### config.mk
export PLATFORM = sky130hd
export DESIGN_NAME = spec_bg_sub_readout
export DESIGN_NICKNAME = d
export VERILOG_FILES = /design/src/rtl/spec_bg_sub_readout.sv
export SDC_FILE = /design/constraint.sdc
export NUM_CORES = 1
export LEC_CHECK = 0
export ABC_AREA = 1
export CORE_MARGIN = 4
export CORE_UTILIZATION = 50
export DETAILED_ROUTE_END_ITERATION = 7
export HOLD_SLACK_MARGIN = 0.08
export PLACE_DENSITY = 0.77
export REMOVE_ABC_BUFFERS = 1
export SETUP_SLACK_MARGIN = 0.05
export SYNTH_ARGS = -nofsm -noshare
export SYNTH_HDL_FRONTEND = slang
export SYNTH_SLANG_ARGS = --single-unit
### constraint.sdc
create_clock -name i_clk -period 2.4 [get_ports i_clk]
set_input_delay 0.24 -clock i_clk [delete_from_list [all_inputs] [get_ports i_clk]]
set_output_delay 0.24 -clock i_clk [all_outputs]
set_load 0.05 [all_outputs]
### src/rtl/spec_bg_sub_readout.sv
// Background-subtracted readout: sweeps the accumulated-spectrum and background DPRAMs and streams max(spec - bg, 0).
// Optional macro SPEC_READOUT_CLEAR_EN adds clear-write strobes that zero both RAMs behind the readout.
module spec_bg_sub_readout #(
    parameter int RB_W   = 5,
    parameter int IDX_W  = 10,
    parameter int DATA_W = 32,
    parameter int RD_LAT = 2
) (
    input  logic                  i_clk,
    input  logic                  i_rst,
    input  logic                  i_start,
    input  logic [RB_W-1:0]       i_num_rb,
    input  logic                  i_fifo_afull,
    output logic [RB_W+IDX_W-1:0] o_spec_rdaddr,
    input  logic [DATA_W-1:0]     i_spec_rddata,
    output logic [IDX_W-1:0]      o_bg_rdaddr,
    input  logic [DATA_W-1:0]     i_bg_rddata,
    output logic [DATA_W-1:0]     o_dout,
    output logic                  o_dout_valid,
    output logic [RB_W-1:0]       o_dout_rb,
    output logic [IDX_W-1:0]      o_dout_idx,
    output logic                  o_busy,
    output logic                  o_done,
    output logic [15:0]           o_clamp_cnt
`ifdef SPEC_READOUT_CLEAR_EN
    ,
    output logic                  o_clr_wea,
    output logic [RB_W+IDX_W-1:0] o_clr_addr,
    output logic                  o_clr_bg_wea
`endif
);

    typedef enum logic [1:0] {
        IDLE,
        ISSUE,
        DRAIN,
        FIN
    } state_t;

    state_t r_state;
    state_t w_next;

    logic [RB_W-1:0]       r_num_rb;
    logic [RB_W-1:0]       r_rb;
    logic [IDX_W-1:0]      r_idx;
    logic [RB_W+IDX_W-1:0] r_spec_addr_hold;
    logic [IDX_W-1:0]      r_bg_addr_hold;

    logic [RD_LAT-1:0]     r_pipe_vld;
    logic [RB_W-1:0]       r_pipe_rb  [RD_LAT];
    logic [IDX_W-1:0]      r_pipe_idx [RD_LAT];

    logic                  r_dout_valid;
    logic [DATA_W-1:0]     r_dout;
    logic [RB_W-1:0]       r_dout_rb;
    logic [IDX_W-1:0]      r_dout_idx;
    logic [15:0]           r_clamp_cnt;

    logic                  w_accept;
    logic                  w_issue;
    logic                  w_last_issue;
    logic                  w_pipe_empty;
    logic                  w_tok_vld;
    logic [DATA_W:0]       w_diff;
    logic                  w_neg;

    // A start is honoured only when no sweep is running (FIN already has busy low).
    assign w_accept     = i_start && ((r_state == IDLE) || (r_state == FIN));
    assign w_issue      = (r_state == ISSUE) && !i_fifo_afull;
    assign w_last_issue = w_issue && (r_rb == r_num_rb) && (&r_idx);
    assign w_pipe_empty = !(|r_pipe_vld) && !r_dout_valid;
    assign w_tok_vld    = r_pipe_vld[RD_LAT-1];

    assign w_diff = {1'b0, i_spec_rddata} - {1'b0, i_bg_rddata};
    assign w_neg  = w_diff[DATA_W];

    always_ff @(posedge i_clk or negedge i_rst) begin
        if (!i_rst) begin
            r_state <= IDLE;
        end else begin
            r_state <= w_next;
        end
    end

    always_comb begin
        w_next = r_state;
        case (r_state)
            IDLE: begin
                if (i_start) begin
                    w_next = (i_num_rb == '0) ? FIN : ISSUE;
                end
            end
            ISSUE: begin
                if (w_last_issue) begin
                    w_next = DRAIN;
                end
            end
            DRAIN: begin
                if (w_pipe_empty) begin
                    w_next = FIN;
                end
            end
            FIN: begin
                if (i_start) begin
                    w_next = (i_num_rb == '0) ? FIN : ISSUE;
                end else begin
                    w_next = IDLE;
                end
            end
            default: w_next = IDLE;
        endcase
    end

    always_ff @(posedge i_clk or negedge i_rst) begin
        if (!i_rst) begin
            r_num_rb         <= '0;
            r_rb             <= '0;
            r_idx            <= '0;
            r_spec_addr_hold <= '0;
            r_bg_addr_hold   <= '0;
        end else if (w_accept) begin
            r_num_rb <= i_num_rb;
            r_rb     <= RB_W'(1);
            r_idx    <= '0;
        end else if (w_issue) begin
            r_spec_addr_hold <= {r_rb, r_idx};
            r_bg_addr_hold   <= r_idx;
            if (&r_idx) begin
                r_idx <= '0;
                r_rb  <= r_rb + RB_W'(1);
            end else begin
                r_idx <= r_idx + IDX_W'(1);
            end
        end
    end

    // Token/tag shift register: the last stage lines up with the RAM data of that token.
    always_ff @(posedge i_clk or negedge i_rst) begin
        if (!i_rst) begin
            r_pipe_vld <= '0;
            for (int k = 0; k < RD_LAT; k++) begin
                r_pipe_rb[k]  <= '0;
                r_pipe_idx[k] <= '0;
            end
        end else begin
            for (int k = RD_LAT - 1; k > 0; k--) begin
                r_pipe_vld[k] <= r_pipe_vld[k-1];
                r_pipe_rb[k]  <= r_pipe_rb[k-1];
                r_pipe_idx[k] <= r_pipe_idx[k-1];
            end
            r_pipe_vld[0] <= w_issue;
            r_pipe_rb[0]  <= r_rb;
            r_pipe_idx[0] <= r_idx;
        end
    end

    always_ff @(posedge i_clk or negedge i_rst) begin
        if (!i_rst) begin
            r_dout_valid <= 1'b0;
            r_dout       <= '0;
            r_dout_rb    <= '0;
            r_dout_idx   <= '0;
            r_clamp_cnt  <= '0;
        end else begin
            r_dout_valid <= w_tok_vld;
            if (w_tok_vld) begin
                r_dout     <= w_neg ? '0 : w_diff[DATA_W-1:0];
                r_dout_rb  <= r_pipe_rb[RD_LAT-1];
                r_dout_idx <= r_pipe_idx[RD_LAT-1];
            end
            if (w_accept) begin
                r_clamp_cnt <= '0;
            end else if (w_tok_vld && w_neg && (r_clamp_cnt != 16'hFFFF)) begin
                r_clamp_cnt <= r_clamp_cnt + 16'd1;
            end
        end
    end

    // Addresses are presented in the issue cycle itself and hold their last value otherwise.
    assign o_spec_rdaddr = w_issue ? {r_rb, r_idx} : r_spec_addr_hold;
    assign o_bg_rdaddr   = w_issue ? r_idx : r_bg_addr_hold;

    assign o_dout       = r_dout;
    assign o_dout_valid = r_dout_valid;
    assign o_dout_rb    = r_dout_rb;
    assign o_dout_idx   = r_dout_idx;
    assign o_busy       = (r_state == ISSUE) || (r_state == DRAIN);
    assign o_done       = (r_state == FIN);
    assign o_clamp_cnt  = r_clamp_cnt;

`ifdef SPEC_READOUT_CLEAR_EN
    // Background is shared by all bins, so it is only cleared while the last bin streams out.
    assign o_clr_wea    = r_dout_valid;
    assign o_clr_addr   = {r_dout_rb, r_dout_idx};
    assign o_clr_bg_wea = r_dout_valid && (r_dout_rb == r_num_rb);
`endif

endmodule

==> impl_metrics.tcl, run 1 <==
set metrics [dict create \
    fillerInstances 1303 \
    finalCritPeriodShare 0.973 \
    slew_viol_final 0 \
    drtAntennaViolNets 0 \
    synth-edff-count 0 \
    multi_input_area_um2 4200 \
    first_iter_violations 485 \
    area_delta_synth_final_pct 41.6 \
    worst_hold_slack_ns 0.319 \
    required_ns 2.16 \
    grt_first_pass_wirelength_mm 39.6 \
    cellLeakagePower_nw 6.25 \
    clock.fmax_mhz 428 \
    die_h_um 139 \
    grt_max_degree 51 \
    setup_viol 0 \
    place_inst 1626 \
    ff_latch_area_um2 3580 \
    ys.flop_type "dfrtp_1" \
    grt_overflow 0 \
    path_clk_slew_ns 0.06 \
    critPathArrivalTime_ns 2.10 \
    synth.area.top_cells "dfrtp_1 42%, nand2_1 18%, inv_1 8.4%" \
    num_io_pins 164 \
    start_util 0.513 \
    antenna_found_initial 0 \
    hold_class "in2async" \
    place_ws_ns -0.281 \
    fin_skew_ns 0.00846 \
    synth_common_cells "413 x nand2_1, 190 x inv_1, 143 x dfrtp_1" \
    numCtsBuffers 17 \
    p_clk_frac 0.216 \
    rsz0062_at_grt "yes" \
    status "finished clean" \
    crit_path_end_kind "output port" \
    synthCells 1174 \
    fin_nets 1548 \
    yosysTopAreaCell "dfrtp_1" \
    diodes 0 \
    drcViolationCount 0 \
    yosysMostFrequentCell "nand2_1" \
    criticalPathCategory "reg2out" \
    ctsRootBufferMaster "clkbuf_16" \
    crit_path_start_kind "flop" \
    slew_headroom 0.619 \
    path_max_fanout 22 \
    fp-row-count 47 \
    p_sw_mw 5.12 \
    grt_pass1_vias 8192 \
    fp.dieArea_um2 19200 \
    ys_seq_elements 143 \
    num_vias 8346 \
    drive_gt1_frac 0.145 \
    port_buffers 163 \
    final_area_um2 12100 \
    firstDrtPassIters 4 \
    max_cap_viol_count 0 \
    cts_buffer_depth 2 \
    wl_per_cell_um 14.7 \
    numClockSinks 143 \
    pwr-share-comb 0.496 \
    htreeDepth 4 \
    track_usage 0.249 \
    period_minus_slack_ns 2.34 \
    cts_tree "done" \
    netlist-cell-type-count 42 \
    synth_area_um2 8540 \
    fin_ws_ns 0.0649 \
    fp.dieW_um 139 \
    final_cells 1667 \
    routabilityCongestion 0.916 \
    irDropWorstVdd_uv 1010 \
    clk_latency_ns 0.42 \
    power_frac_seq 0.287 \
    internal_power_mw 6.68 \
    viasPerCell 5.01 \
    hold_viol 0 \
    ys_warn_count 0 \
    core-area_um2 16600 \
    power_density_nw_per_um2 976 \
    tns_ns 0 \
    ys_seq_area_frac 0.419 \
    dp_hpwl_mm 18.2 \
    async_reset_ff_frac 1.00 \
    place_area_um2 11300 \
    tightest_slew_ns 0.570 \
    synth_top_area_frac 0.419 \
    drt_wl_total_mm 24.6 \
    syn_avg_cell_area_um2 7.27 \
    switching_share 0.434 \
]
## cell families (layout without fill, tap and decap cells)
group           after synthesis  count (layout)  share of synthesized area
flops                       143             143                      0.419
xor+xnor                     29              29                     0.0298
buf+inv                     217             490                     0.0978
mux                           1               1                    0.00117
compound gates              124             124                     0.0800
fa+ha+maj                    41              41                     0.0610
simple gates                619             619                      0.311
## power groups by stage
stage               clock network (mW)  registers (mW)  logic [mW]
CTS                               2.58            3.38        5.64
detailed placement                   0            3.42        5.58
floorplan                            0            4.35        2.30
global placement                     0            3.40        5.52
global route                      2.68            3.46        6.26
finish                            2.55            3.39        5.86
## placed cells by master (no fill, tap or decap), types with 4 or more instances in the layout
cell type          n
nor4_1             4
nand2_1          413
dfrtp_1          143
clkbuf_16         19
nor2_1            73
nand2_2            9
xor2_1            10
nand3b_1           6
clkdlybuf4s50_1  136
inv_2              5
o21ai_1           18
ha_1              39
o21ai_2           13
nand4_1           13
inv_6              4
nor3_1            16
buf_12            30
nor2_4             6
xnor2_1           19
nand3_1           57
nand3_2           10
o21ai_0           50
inv_1            189
a21oi_1           25
buf_4             92
## worst paths after layout
| path | startpoint | end | slack (ns) | cells after the start |
|---|---|---|---|---|
| min in group i_clk | r_pipe_idx[14]$_DFF_PN0_ | r_pipe_idx[4]$_DFF_PN0_ | 0.35 | 0 |
| max | r_state[1]$_DFFE_PN0P_ | o_spec_rdaddr[13] | 0.06 | 7 |
| max in group asynchronous | i_rst | r_spec_addr_hold[4]$_DFFE_PN0N_ | 1.36 | 3 |
| min | i_rst | o_dout[1]$_DFFE_PN0P_ | 0.32 | 2 |
| max reg2reg | r_state[1]$_DFFE_PN0P_ | r_idx[4]$_DFFE_PN0P_ | 0.14 | 11 |
| min reg2reg | r_pipe_idx[14]$_DFF_PN0_ | r_pipe_idx[4]$_DFF_PN0_ | 0.35 | 0 |
## final cells by class
cell class / count / area share
multi-input combinational: 814 / 0.347
timing repair buffer: 264 / 0.227
inverter: 194 / 0.0602
clock buffer: 22 / 0.0384
sequential: 143 / 0.296
tap: 220 / 0.0228
clock inverter: 10 / 0.00839
## state kept, by name, summed over array words and instances, names as in the netlist, 10 cells and up
register / flops
r_spec_addr_hold: 15
r_pipe_idx: 20
o_dout: 32
r_bg_addr_hold: 10
o_clamp_cnt: 16
r_pipe_rb: 10
r_idx: 10
o_dout_idx: 10
## stage by stage
stage,power (mW),utilization
4_1_cts,11.6,0.716
6_report,11.8,0.726
2_1_floorplan,6.65,-
3_3_place_gp,8.92,0.681
3_5_place_dp,9.00,0.681
5_1_grt,12.4,0.726
## layer usage
layer | routed length [um] | share of wire | global-route usage
met2 | 12300 | 0.50 | 0.433
met3 | 1530 | 0.062 | 0.0555
met5 | 0 | 0 | 0
met4 | 685 | 0.028 | 0.0798
met1 | 9990 | 0.41 | 0.310
## timing repair
item                                    CTS  global route
endpoints found under the setup margin    7            29
setup buffers                             0             5
resized for setup                         4            35
hold buffers                              1             0
hold endpoints to repair                 46             0
pin swaps                                 0             2
gates cloned                              0             3
## worst max-delay path: stages, from the launching register on
cell	delay, ns
dfrtp_1	0.44
inv_2	0.12
ha_4	0.14
inv_1	0.06
nor2_4	0.25
clkbuf_16	0.27
o21ai_0	0.18
buf_12	0.20
Note: power is estimated with default switching activity, not from simulation.
==> inputs of run 2 (changes only) <==
Settings changed: ABC_CLOCK_PERIOD_IN_PS set to 2400.
==> results of run 2 <==
Same layout as run 1: the final DEF is identical, and so are final timing and power.
